[src/rtl/xor_bus_pkg.sv]
// Shared constants and state encoding for the XOR core bus master.
// Register map, default widths and the command FSM states.
package xor_bus_pkg;

  localparam int unsigned DEF_ADDR_W  = 32'd3;
  localparam int unsigned DEF_CNT_W   = 32'd8;
  localparam int unsigned DEF_TIMEOUT = 32'd64;

  localparam int unsigned ADDR_A_STAT = 32'd0;
  localparam int unsigned ADDR_B_STAT = 32'd1;
  localparam int unsigned ADDR_Y_STAT = 32'd2;
  localparam int unsigned ADDR_Y_DATA = 32'd3;
  localparam int unsigned ADDR_A_WR   = 32'd4;
  localparam int unsigned ADDR_B_WR   = 32'd5;

  typedef enum logic [2:0] {
    IDLE   = 3'd0,
    CHK_A  = 3'd1,
    WR_A   = 3'd2,
    CHK_B  = 3'd3,
    WR_B   = 3'd4,
    POLL_Y = 3'd5,
    RD_Y   = 3'd6,
    RESP   = 3'd7
  } state_t;

  // States that wait on a bus response and are therefore subject to the timeout.
  function automatic logic is_wait_state(input state_t s);
    logic w;
    case (s)
      CHK_A, WR_A, CHK_B, WR_B, POLL_Y, RD_Y: w = 1'b1;
      default:                                w = 1'b0;
    endcase
    return w;
  endfunction

endpackage

[src/rtl/xor_wait_timer.sv]
// Stall counter for bus wait states: clears on request, counts when enabled,
// and flags the last allowed cycle before the operation must abort.
module xor_wait_timer #(
  parameter int unsigned CNT_W   = 32'd8,
  parameter int unsigned TIMEOUT = 32'd64
) (
  input  logic clk,
  input  logic rst_n,
  input  logic clr,
  input  logic en,
  output logic expired
);

  logic [CNT_W-1:0] cnt_r;

  // Wait counter: clear has priority, counting stops at the expiry value.
  always_ff @(posedge clk or negedge rst_n) begin
    if (!rst_n) begin
      cnt_r <= {CNT_W{1'b0}};
    end else if (clr) begin
      cnt_r <= {CNT_W{1'b0}};
    end else if (en && !expired) begin
      cnt_r <= cnt_r + {{(CNT_W-1){1'b0}}, 1'b1};
    end else begin
      cnt_r <= cnt_r;
    end
  end

  assign expired = (cnt_r == CNT_W'(TIMEOUT - 32'd1));

endmodule

[src/rtl/xor_bus_master.sv]
// Command stage for the XOR register-mapped core: pushes A and B, polls Y,
// pops Y and returns the result (or a timeout error) downstream.
module xor_bus_master
  import xor_bus_pkg::*;
#(
  parameter int unsigned ADDR_W  = DEF_ADDR_W,
  parameter int unsigned TIMEOUT = DEF_TIMEOUT,
  parameter int unsigned CNT_W   = DEF_CNT_W
) (
  input  logic              CLK,
  input  logic              RST_N,
  input  logic              op_valid,
  output logic              op_ready,
  input  logic              op_a,
  input  logic              op_b,
  output logic              res_valid,
  input  logic              res_ready,
  output logic              res_y,
  output logic              res_err,
  output logic              wr_en,
  output logic [ADDR_W-1:0] wr_addr,
  output logic              wr_data,
  input  logic              wr_rdy,
  output logic              rd_en,
  output logic [ADDR_W-1:0] rd_addr,
  input  logic              rd_data,
  input  logic              rd_rdy,
  output logic              busy,
  output logic [CNT_W-1:0]  err_cnt
);

  state_t state_r;
  state_t state_s;
  state_t target_s;

  logic a_r;
  logic b_r;
  logic cond_s;
  logic tmo_s;
  logic inc_s;
  logic clr_s;
  logic expired_s;
  logic rd_done_s;
  logic wr_done_s;
  logic accept_s;

  logic              wr_en_s;
  logic [ADDR_W-1:0] wr_addr_s;
  logic              wr_data_s;
  logic              rd_en_s;
  logic [ADDR_W-1:0] rd_addr_s;

  assign rd_done_s = rd_en && rd_rdy;
  assign wr_done_s = wr_en && wr_rdy;
  assign accept_s  = (state_r == IDLE) && op_valid && op_ready;
  assign clr_s     = (state_s != state_r);

  xor_wait_timer #(
    .CNT_W  (CNT_W),
    .TIMEOUT(TIMEOUT)
  ) u_wait_timer (
    .clk    (CLK),
    .rst_n  (RST_N),
    .clr    (clr_s),
    .en     (inc_s),
    .expired(expired_s)
  );

  // Next-state logic; an advancing condition beats expiry in the same cycle.
  always_comb begin
    state_s  = state_r;
    target_s = state_r;
    cond_s   = 1'b0;
    tmo_s    = 1'b0;
    inc_s    = 1'b0;
    case (state_r)
      IDLE: begin
        if (accept_s) state_s = CHK_A;
        else          state_s = IDLE;
      end
      CHK_A:  begin cond_s = rd_done_s && rd_data; target_s = WR_A;   end
      WR_A:   begin cond_s = wr_done_s;            target_s = CHK_B;  end
      CHK_B:  begin cond_s = rd_done_s && rd_data; target_s = WR_B;   end
      WR_B:   begin cond_s = wr_done_s;            target_s = POLL_Y; end
      POLL_Y: begin cond_s = rd_done_s && rd_data; target_s = RD_Y;   end
      RD_Y:   begin cond_s = rd_done_s;            target_s = RESP;   end
      RESP: begin
        if (res_ready) state_s = IDLE;
        else           state_s = RESP;
      end
      default: state_s = IDLE;
    endcase
    if (is_wait_state(state_r)) begin
      if (cond_s) begin
        state_s = target_s;
      end else if (expired_s) begin
        state_s = RESP;
        tmo_s   = 1'b1;
      end else begin
        inc_s = 1'b1;
      end
    end else begin
      inc_s = 1'b0;
    end
  end

  // Bus decode of the upcoming state so the registered outputs track the state exactly.
  always_comb begin
    wr_en_s   = 1'b0;
    wr_addr_s = {ADDR_W{1'b0}};
    wr_data_s = 1'b0;
    rd_en_s   = 1'b0;
    rd_addr_s = {ADDR_W{1'b0}};
    case (state_s)
      CHK_A:  begin rd_en_s = 1'b1; rd_addr_s = ADDR_W'(ADDR_A_STAT); end
      WR_A:   begin wr_en_s = 1'b1; wr_addr_s = ADDR_W'(ADDR_A_WR); wr_data_s = a_r; end
      CHK_B:  begin rd_en_s = 1'b1; rd_addr_s = ADDR_W'(ADDR_B_STAT); end
      WR_B:   begin wr_en_s = 1'b1; wr_addr_s = ADDR_W'(ADDR_B_WR); wr_data_s = b_r; end
      POLL_Y: begin rd_en_s = 1'b1; rd_addr_s = ADDR_W'(ADDR_Y_STAT); end
      RD_Y:   begin rd_en_s = 1'b1; rd_addr_s = ADDR_W'(ADDR_Y_DATA); end
      default: begin
        rd_en_s = 1'b0;
        wr_en_s = 1'b0;
      end
    endcase
  end

  // State register and registered stream/bus outputs.
  always_ff @(posedge CLK or negedge RST_N) begin
    if (!RST_N) begin
      state_r   <= IDLE;
      op_ready  <= 1'b1;
      busy      <= 1'b0;
      res_valid <= 1'b0;
      wr_en     <= 1'b0;
      wr_addr   <= {ADDR_W{1'b0}};
      wr_data   <= 1'b0;
      rd_en     <= 1'b0;
      rd_addr   <= {ADDR_W{1'b0}};
    end else begin
      state_r   <= state_s;
      op_ready  <= (state_s == IDLE);
      busy      <= (state_s != IDLE);
      res_valid <= (state_s == RESP);
      wr_en     <= wr_en_s;
      wr_addr   <= wr_addr_s;
      wr_data   <= wr_data_s;
      rd_en     <= rd_en_s;
      rd_addr   <= rd_addr_s;
    end
  end

  // Operand capture on handshake; later input changes are ignored until IDLE.
  always_ff @(posedge CLK or negedge RST_N) begin
    if (!RST_N) begin
      a_r <= 1'b0;
      b_r <= 1'b0;
    end else if (accept_s) begin
      a_r <= op_a;
      b_r <= op_b;
    end else begin
      a_r <= a_r;
      b_r <= b_r;
    end
  end

  // Result capture: popped Y on success, forced zero with error flag on timeout.
  always_ff @(posedge CLK or negedge RST_N) begin
    if (!RST_N) begin
      res_y   <= 1'b0;
      res_err <= 1'b0;
    end else if (tmo_s) begin
      res_y   <= 1'b0;
      res_err <= 1'b1;
    end else if ((state_r == RD_Y) && rd_done_s) begin
      res_y   <= rd_data;
      res_err <= 1'b0;
    end else begin
      res_y   <= res_y;
      res_err <= res_err;
    end
  end

  // Saturating count of aborted operations.
  always_ff @(posedge CLK or negedge RST_N) begin
    if (!RST_N) begin
      err_cnt <= {CNT_W{1'b0}};
    end else if (tmo_s && (err_cnt != {CNT_W{1'b1}})) begin
      err_cnt <= err_cnt + {{(CNT_W-1){1'b0}}, 1'b1};
    end else begin
      err_cnt <= err_cnt;
    end
  end

endmodule

[config.mk]
export PLATFORM = sky130hd
export DESIGN_NAME = xor_bus_master
export DESIGN_NICKNAME = d
export VERILOG_FILES = /design/src/rtl/xor_bus_pkg.sv /design/src/rtl/xor_wait_timer.sv /design/src/rtl/xor_bus_master.sv
export SDC_FILE = /design/constraint.sdc
export NUM_CORES = 1
export LEC_CHECK = 0
export CORE_MARGIN = 10
export CORE_UTILIZATION = 45
export CTS_CLUSTER_SIZE = 24
export DETAILED_ROUTE_END_ITERATION = 6
export GPL_TIMING_DRIVEN = 0
export HOLD_SLACK_MARGIN = 0.03
export PLACE_DENSITY = 0.68
export SYNTH_ARGS = -nofsm -noshare
export SYNTH_HDL_FRONTEND = slang
export SYNTH_HIERARCHICAL = 1
export SYNTH_SLANG_ARGS = --single-unit
[constraint.sdc]
create_clock -name CLK -period 3.1 [get_ports CLK]
set_clock_uncertainty 0.15 [all_clocks]
set_input_delay 0.62 -clock CLK [delete_from_list [all_inputs] [get_ports CLK]]
set_output_delay 0.62 -clock CLK [all_outputs]
set_load 0.03 [all_outputs]
==> metrics.cfg <==
[run_status]
status = completed

[floorplan]
die_area_um2 = 6979
die_h_um = 83.54
rows = 23
die_w_um = 83.54
boundaryPins = 31
initial_core_util_pct = 46.08
core_region_area_um2 = 3943

[timing]
report.final.hold_viol_count = 0
slew_headroom_pct = 53.23
worst_slew_pin_slew_ns = 0.7016
post-route-min-period_ns = 2.924
post-route-period-util_pct = 94.33
finalSetupViolCount = 0
slew_viol_final = 0
layout_setup_ws_ns = 0.1757
rsz0062_at_grt = no
fmax_mhz = 342.0

[synth]
yosys.area_share.simple_pct = 21.28
synth_fa_ha_area_share_pct = 1.377
synth_area_leader_cell = dfrtp_1
synth_edf_count = 0
netlist_instances = 179
synth-compound-area-share_pct = 17.56
synthMuxAreaShare_pct = 6.612
netlist_area_um2 = 1817
synth_top_family_by_area = simple AND/OR/NAND/NOR gates
async_flop_share_pct = 100.0
synth_xor_area_share_pct = 4.339
ys_top_cells_by_area = dfrtp_1 (43%), a21oi_1 (3.3%), xnor2_1 (2.9%)
ys_ff_latch = 32
synth_ff_type = dfrtp_1
yosys_warnings = 6
synth_top_cell_area_share_pct = 42.70
avgSynthCellArea_um2 = 10.15
synth.distinct_cells = 58
synth_seq_area_share_pct = 44.15

[placement]
numPortBuffers = 28
gp_congestion = 0.8733
place_hpwl_um = 3319
post-place-ws_ns = -0.2780

[route]
drt-total-wl_um = 4256
first_pass_iters = 4
post_drt_wl_per_cell_um = 15.94
drc = 0
ant_nets = 0
routed_via_density = 5.509
vias = 1471
drtIter0Drc = 62

[run]
drv_cap = 0

[grt]
grt_usage_pct = 12.64
antenna_found_initial = 0
grt_pass1_wl_um = 7341
grt-ovfl-total = 0
grt_start_max_net_pins = 33
grt_pass1_vias = 1561

[critical_path]
start_kind = primary input
critPathMaxFanout = 5
end_kind = flop
arrival_ns = 2.94
crit_type = in -> reg
critPathBufInv = 1
r2r_start = u_wait_timer/cnt_r[0]
slowest_stage = clkdlybuf4s50_1
critPathRequiredTime_ns = 3.12
crit_chain = clkdlybuf4s50_1 > nand3b_1 > and2b_1 > a21oi_2 > nand2b_1 > nor3_2 > nand4_2 > a211oi_2 > mux2_4
max_stage_delay_ns = 0.40
crit_start = wr_rdy
cpLargestDelayFamily = simple AND/OR/NAND/NOR gates

[cells_and_area]
ff_latch_area_um2 = 802.0
area_growth_pct = 25.55
drive_gt1_share_pct = 18.89
final_cell_mix = dfrtp_1 (31), clkdlybuf4s50_1 (27), nand2_1 (12), a21oi_1 (12), nor2_1 (10)
nNetsFinal = 227
diodes = 0
layout_commonest_cell = dfrtp_1
nFillCells = 338
multi_input_area_um2 = 947.2

[cts]
h-tree-depth = 2
clk_path_buf_depth = 2
cts.sinks = 32
cts_buffers = 5
insertion_delay_ns = 0.28
clk_pin_slew_worst_paths_ns = 0.06
tritoncts = done
cts-root-buf = clkbuf_8

[power_and_ir_drop]
power.total_mw = 2.011
power_density_nw_per_um2 = 881.4
p_leak_nw = 1.000
peakVddDrop_mv = 0.4673

[hold_path]
hold_path.class = in -> async

==> worst paths after layout <==
kind	endpoint	slack, ns	cells past startpoint
setup / recovery	u_wait_timer/cnt_r[5]	0.18	9
hold / removal	u_wait_timer/cnt_r[7]	0.23	1
setup reg to reg	u_wait_timer/cnt_r[6]	0.23	12
hold reg to reg	err_cnt[4]	0.35	1
max in group asynchronous	err_cnt[4]	2.11	1
min in group CLK	err_cnt[4]	0.35	1
==> Yosys cell counts (4+ instances only) <==
| master | count |
|---|---|
| and2_1 | 4 |
| inv_1 | 8 |
| and3_1 | 4 |
| nand3_1 | 5 |
| nand2_1 | 12 |
| nor3_1 | 5 |
| nor2_1 | 10 |
| nand4_1 | 5 |
| nand2b_1 | 5 |
| dfrtp_1 | 31 |
| a21oi_1 | 12 |
| o21ai_0 | 7 |
| xnor2_1 | 6 |
==> cell type report <==
cell class                      instances  share of cell area [%]
Inverter                               10                   1.646
Multi-Input combinational cell        130                   41.52
Clock buffer                            8                   4.388
Sequential cell                        32                   35.16
Tap cell                               50                   2.743
Timing Repair Buffer                   29                   12.40
Buffer                                  8                   2.139
==> sequential cells by signal (all words and copies together), names as in the netlist <==
name                flops
a_r                     1
b_r                     1
busy                    1
err_cnt                 8
op_ready                1
rd_addr                 2
rd_en                   1
res_err                 1
res_valid               1
res_y                   1
state_r                 3
u_wait_timer/cnt_r      8
wr_addr                 1
wr_data                 1
wr_en                   1
==> cell families after synthesis <==
group	after synthesis
compound gates	42
xor+xnor	9
fa+ha+maj	2
buf+inv	18
flops	32
mux	9
other cells	1
simple gates	66
==> report_power, final <==
part	total, mW	switching, mW	internal [mW]
registers	0.608	0.0818	0.526
logic	1.06	0.618	0.440
clock network	0.344	0.142	0.202
==> metal layers <==
layer	vias up	track usage [%]	wire length, um
li1	715	-	-
met1	727	12.87	1743
met3	4	4.785	251
met5	-	0	0
met2	25	23.10	2213
met4	0	4.110	48
==> timing repair <==
item,in CTS,in global routing
hold buffers,0,0
gates resized for setup,2,8
setup endpoints to repair,5,7
pin swaps,1,1
buffers inserted,1,0
==> metrics by stage <==
stage / cells / setup TNS, ns / utilization, % / hold slack, ns / instance area [um^2]
finish: 267 / 0 / 57.85 / 0.2321 / 2281
CTS: 267 / 0 / 57.76 / 0.3504 / 2277
floorplan: 180 / 0 / - / 0.1744 / 1821
detailed placement: 258 / -1.093 / 54.87 / 0.3337 / 2163
global route: 267 / 0 / 57.85 / 0.2900 / 2281
global placement: 258 / -0.6301 / 54.87 / 0.3374 / 2163
Note: power is estimated with default switching activity, not from simulation.
